===== src/rtl/dmem_arbiter.sv =====
// dmem_arbiter: round-robin two-port arbiter with bounded locked bursts in front of a single-port data memory.
module dmem_arbiter #(
  parameter int MAX_LOCK = 4,
  parameter int AW       = 32
) (
  input  logic          clk,
  input  logic          reset,
  input  logic          req_valid_0,
  output logic          req_ready_0,
  input  logic [AW-1:0] req_addr_0,
  input  logic [31:0]   req_wdata_0,
  input  logic [1:0]    req_wwidth_0,
  input  logic          req_lock_0,
  output logic          resp_valid_0,
  output logic [31:0]   resp_rdata_0,
  input  logic          req_valid_1,
  output logic          req_ready_1,
  input  logic [AW-1:0] req_addr_1,
  input  logic [31:0]   req_wdata_1,
  input  logic [1:0]    req_wwidth_1,
  input  logic          req_lock_1,
  output logic          resp_valid_1,
  output logic [31:0]   resp_rdata_1,
  output logic [AW-1:0] mem_addr,
  output logic [31:0]   mem_wdata,
  output logic [1:0]    mem_wwidth,
  input  logic [31:0]   mem_rdata
);
  localparam int CW = $clog2(MAX_LOCK + 1);
  localparam logic [CW:0] MAXL = MAX_LOCK[CW:0];
  typedef enum logic {IDLE, LOCKED} state_t;
  state_t        state_q;
  logic          owner_q, last_q;
  logic [CW-1:0] cnt_q;
  logic          g0, g1, lk;
  logic [CW:0]   n;
  always_comb begin
    g0 = state_q == LOCKED ? (!owner_q && req_valid_0) : (req_valid_0 && (!req_valid_1 || last_q));
    g1 = state_q == LOCKED ? (owner_q && req_valid_1) : (req_valid_1 && (!req_valid_0 || !last_q));
    lk = g1 ? req_lock_1 : req_lock_0;
    // count includes the transfer being accepted, so MAX_LOCK transfers fit in one burst
    n = (state_q == LOCKED ? {1'b0, cnt_q} : '0) + 1'b1;
    mem_addr   = g0 ? req_addr_0   : g1 ? req_addr_1   : '0;
    mem_wdata  = g0 ? req_wdata_0  : g1 ? req_wdata_1  : '0;
    mem_wwidth = g0 ? req_wwidth_0 : g1 ? req_wwidth_1 : '0;
  end
  assign req_ready_0 = g0;
  assign req_ready_1 = g1;
  always_ff @(posedge clk) begin
    if (reset) begin
      state_q      <= IDLE;
      owner_q      <= 1'b0;
      last_q       <= 1'b1;
      cnt_q        <= '0;
      resp_valid_0 <= 1'b0;
      resp_valid_1 <= 1'b0;
      resp_rdata_0 <= '0;
      resp_rdata_1 <= '0;
    end else begin
      resp_valid_0 <= g0;
      resp_valid_1 <= g1;
      if (g0) resp_rdata_0 <= mem_rdata;
      if (g1) resp_rdata_1 <= mem_rdata;
      if (g0 || g1) begin
        last_q  <= g1;
        owner_q <= g1;
        if (lk && n < MAXL) begin
          state_q <= LOCKED;
          cnt_q   <= n[CW-1:0];
        end else begin
          state_q <= IDLE;
          cnt_q   <= '0;
        end
      end else if (state_q == LOCKED) begin
        state_q <= IDLE;
        cnt_q   <= '0;
      end
    end
  end
endmodule


===== config.mk =====
export PLATFORM = sky130hd
export DESIGN_NAME = dmem_arbiter
export DESIGN_NICKNAME = d
export VERILOG_FILES = /design/src/rtl/dmem_arbiter.sv
export SDC_FILE = /design/constraint.sdc
export NUM_CORES = 1
export LEC_CHECK = 0
export CORE_AREA = 5 5 115 117
export CTS_CLUSTER_DIAMETER = 30
export DETAILED_ROUTE_END_ITERATION = 16
export DIE_AREA = 0 0 120 122
export GPL_ROUTABILITY_DRIVEN = 0
export HOLD_SLACK_MARGIN = 0.1
export PLACE_DENSITY = 0.73
export SLEW_MARGIN = 20
export SYNTH_ARGS = -nofsm -noshare
export SYNTH_HDL_FRONTEND = slang
export SYNTH_SLANG_ARGS = --single-unit

===== constraint.sdc =====
create_clock -name clk -period 3.2 [get_ports clk]
set_clock_uncertainty 0.1 [all_clocks]
set_input_delay 0.64 -clock clk [delete_from_list [all_inputs] [get_ports clk]]
set_output_delay 0.64 -clock clk [all_outputs]
set_load 0.03 [all_outputs]

### After elaboration in Yosys (flattened, before gate mapping)

Index checks and enable logic that the tools add are counted.

| storage, ports and cells | value |
|---|---|
| input bits | 170 |
| logic and storage cells | 39 |
| register bits after elaboration | 72 |
| output and inout port bits | 134 |

| operators by class | value |
|---|---|
| magnitude comparators | 1 |
| $add $sub $neg | 1 |
| reduce and logical (&&, ||, !) cells | 14 |
| multiplexer cells | 14 |
| bitwise operators | 1 |

Operators with widths:

| kind | count |
|---|---|
| two-way mux 32 bit | 4 |
| two-way mux 3 bit | 4 |
| logical AND 1 bit | 5 |
| adder 3 x 1 -> 4 bit (second input constant) | 1 |
| logical NOT 1 bit | 4 |
| < comparator 4 x 3 -> 1 bit (second input constant) | 1 |
| two-way mux 1 bit | 4 |
| two-way mux 2 bit | 2 |
| logical OR 1 bit | 3 |
| nonzero test 2 bit | 1 |
| OR reduction 2 bit | 1 |
| NOT 1 bit | 1 |

### Logic depth before layout (Yosys ltp)

Gate-level depths: netlist of run 1.

| depth | value |
|---|---|
| depth in word-level cells | 8 |
| depth in mapped cells | 8 |
| depth with buffers taken out | 6 |

### Worst setup path after synthesis of run 1

No wires, ideal clock.

| timing path | value |
|---|---|
| path type | input to output |
| start point | input port req_valid_0 |
| end point | output port mem_addr[10] |
| data required time | 2460 ps |
| arrival | 1666 ps |
| path buffers | 2 |
| stages | 6 |
| setup slack | 794 ps |
| cells stage by stage | a21bo_1 > a21o_1 > buf_6 > clkinv_8 > buf_2 > a22o_1 |

| between the ends | value |
|---|---|
| cells in the longest elaborated chain, start to end | 6 |
| elaborated cells between the ends (all ways) | 9 |
| classes of those cells | 4 x mux; 5 x reduce/logical |

Ends and longest elaborated chain:

| item | line | RTL |
|---|---|---|
| start: declaration | 8 | `input logic req_valid_0,` |
| logical NOT 1 bit | 39 | `g1 = state_q == LOCKED ? (owner_q && req_valid_1) : (req_valid_1 && (!req_valid_0 \|\| !last_q));` |
| logical OR 1 bit | 39 |  |
| logical AND 1 bit | 39 |  |
| two-way mux 1 bit | 39 |  |
| two-way mux 32 bit | 43 | `mem_addr = g0 ? req_addr_0 : g1 ? req_addr_1 : '0;` |
| two-way mux 32 bit (*) | 43 |  |
| end: declaration | 24 | `output logic [AW-1:0] mem_addr,` |

Every way passes the cells marked *; elsewhere a longest branch is shown, timed or not.

### Final worst setup path of run 1

| timing path | value |
|---|---|
| start point | input port req_valid_0 |
| end point | output port mem_addr[24] |

The elaborated chain is that of the path after synthesis.

==> results of run 1 <==
[sequential cells by signal, summed over array words and instances, names as in the netlist]
signal	cells
resp_valid_0	1
state_q	1
resp_valid_1	1
cnt_q	3
resp_rdata_1	32
resp_rdata_0	32
owner_q	1
last_q	1
[synthesized netlist by cell type (2+ instances only)]
cell type,number,area share (%)
nor2_1,7,0.80
buf_4,4,0.92
buf_2,15,2.3
clkbuf_1,14,1.6
inv_1,3,0.34
a21oi_1,65,9.9
and2_1,3,0.57
a22o_1,66,18
dfxtp_1,72,44
nand2_1,131,15
buf_6,2,0.69
[power by group through the flow]
stage / logic [W] / registers [W] / clock network, W
2_1_floorplan: 0.000456 / 0.00111 / 0
3_3_place_gp: 0.00109 / 0.00101 / 0
3_5_place_dp: 0.00109 / 0.00101 / 0
4_1_cts: 0.00111 / 0.000989 / 0.00101
5_1_grt: 0.00116 / 0.000996 / 0.00105
6_report: 0.00110 / 0.000990 / 0.000988
[how the worst min path moves through the flow]
stage | start | to | cells past startpoint
floorplan | cnt_q[1]$_SDFFE_PP0P_ | cnt_q[1]$_SDFFE_PP0P_ | 2
global placement | resp_rdata_1[6]$_SDFFE_PP0N_ | resp_rdata_1[6]$_SDFFE_PP0N_ | 2
detailed placement | resp_rdata_0[2]$_SDFFE_PP0P_ | resp_rdata_0[2]$_SDFFE_PP0P_ | 2
CTS | resp_rdata_0[2]$_SDFFE_PP0P_ | resp_rdata_0[2]$_SDFFE_PP0P_ | 2
global route | resp_rdata_1[4]$_SDFFE_PP0N_ | resp_rdata_1[4]$_SDFFE_PP0N_ | 2
finish | resp_rdata_1[16]$_SDFFE_PP0N_ | resp_rdata_1[16]$_SDFFE_PP0N_ | 2
[logic make-up (layout without fill, tap and decap cells)]
kind of cell / count (synthesis) / count (layout)
AOI/OAI and AO/OA: 142 / 142
adders and majority gates: 1 / 1
buffers and inverters: 42 / 337
DFF: 72 / 72
muxes: 1 / 1
other: 0 / 3
and+or+nand+nor: 149 / 149
[worst max-delay path, cell delays in order]
cell             delay, ps
clkdlybuf4s50_1        480
a21bo_1                260
a21o_2                 240
clkinv_8               180
buf_4                  200
a22o_1                 180
buf_4                  170
[final cells by class]
type | count | share of cell area [%]
Timing Repair Buffer | 315 | 45.20
Multi-Input combinational cell | 293 | 24.60
Sequential cell | 72 | 22.01
Clock buffer | 13 | 3.973
Tap cell | 150 | 2.865
Clock inverter | 3 | 0.6113
Inverter | 5 | 0.4967
Timing Repair inverter | 1 | 0.1337
Antenna cell | 3 | 0.1146
[through the flow]
stage	setup slack (ps)	util [%]	cell area, sq um	instances	power [W]
2_1_floorplan	793.9	-	3282	407	0.001565
3_3_place_gp	52.18	50.67	6212	834	0.002095
3_5_place_dp	3.088	50.67	6212	834	0.002103
4_1_cts	92.42	53.20	6523	851	0.003107
5_1_grt	14.91	53.42	6550	855	0.003215
6_report	95.72	53.42	6550	855	0.003075
[metal layers]
metal,share of wire [%],vias to the layer above,track usage (%)
met5,0,-,0
met4,2.3,0,7.946
met3,11,21,9.935
met2,52,199,37.51
met1,35,1944,22.40
li1,-,1993,-
[repair_timing]
item                       CTS  global route
gates resized for setup      1             0
setup buffers                0             0
setup endpoints to repair    2             0
hold buffers                 0             0
==> results.ini, run 1 <==
[worst_setup_path]
cp-end-kind=primary output
worst_r2r_endpoint=cnt_q[1]$_SDFFE_PP0P_
cp.required_ps=2460
timing.critical_path.from=req_valid_0
crit_end=mem_addr[24]
crit_arrival_ps=2360
r2r_start=state_q$_SDFF_PP0_
crit_fanout=32
ff2ff_setup_slack_ps=1170
start_kind=input pin
ff2ff_path_depth=6
crit_type=input pin to primary output

[global_routing]
grt_use_total_pct=21.37
grt_max_degree=62
grt_pass1_wl_um=24160
grt_overflow=0
antenna_found_initial=3
grt_pass1_vias=4156

[routing]
wl_um=16630
num_vias=4157
routedWlPerCell_um=19.45
drt_iter0_drc=277
route.detailed.drc=0
antenna_left=0
firstDrtPassIters=4
vias_per_cell=4.862

[synth]
synth_top_family_by_area=compound AO/OA/AOI/OAI gates
synth_warnings=0
synthSimpleGateAreaFrac_pct=17.99
ys_ff_latch=72
synth-compound-area-share_pct=30.39
muxShareOfSynthArea_pct=0.3050
avgSynthCellArea_sq_um=8.064
syn_inst=407
yosysUniqueCellTypes=36
synth_xor_area_share_pct=0
async_reset_ff_share_pct=0
synth_area_sq_um=3282
yosysSeqAreaShare_pct=43.92
synthFlopType=dfxtp_1
synth-edff-count=0
syn_nets=578
synthAdderAreaFrac_pct=0.3812

[layout]
drive_above_1_share_pct=14.67
ff_latch_area_sq_um=1441
synthToLayoutAreaGrowth_pct=99.58
layout.nets=868
mostFrequentLayoutCells=234 x clkdlybuf4s50_1, 131 x nand2_1, 79 x buf_4
fillers=1126
multiInputGateArea_sq_um=1612
final_common_cell=clkdlybuf4s50_1

[timing]
worst_slew_pin_slew_ps=416.6
slew_viol_final=0
rsz0062_at_grt=false
setup_violations=0
fmax_ghz=0.3221
hold_ws_ps=352.8
finalCritPeriodShare_pct=97.01
slew_headroom_pct=71.97
setup_tns_ps=0
finalCriticalPeriod_ps=3104
final-hold-violation-count=0

[pwr]
p_leak_nw=2.692
p_seq_share_pct=32.2
power_density_nw_per_um2=469.5
comb_power_share_pct=35.7
power_frac_clock_pct=32.1
ir_drop_v=0.0002144
swShare_pct=31.70
power.switching_w=0.0009749
p_int_w=0.002100

[status]
status=finished clean

[floorplanning]
die_x_um=120
die-area_sq_um=14640
core-area_sq_um=12260
io_pins=304
die_h_um=122
initial_utilization_pct=26.77
num_rows=41

[clock_network]
cts_tree=done
path_clk_slew_ps=50
clockBufferDepth=2
cts_num_sinks=72
cts_buffers=9
clock_latency_ps=320
htreeDepth=3
cts_root_buf=clkbuf_16

[worst_hold_path]
hold_class=flop to flop

[place]
dp_hpwl_um=13150
port_buffers=303

[flow_run]
max-cap-violations=0

Power figures use the tool's default switching activity.
==> inputs of run 2 (changes only) <==
- HOLD_SLACK_MARGIN: 0.1 -> not set
==> results of run 2 <==
The final DEF is identical to that of run 1; final timing and power are the same.
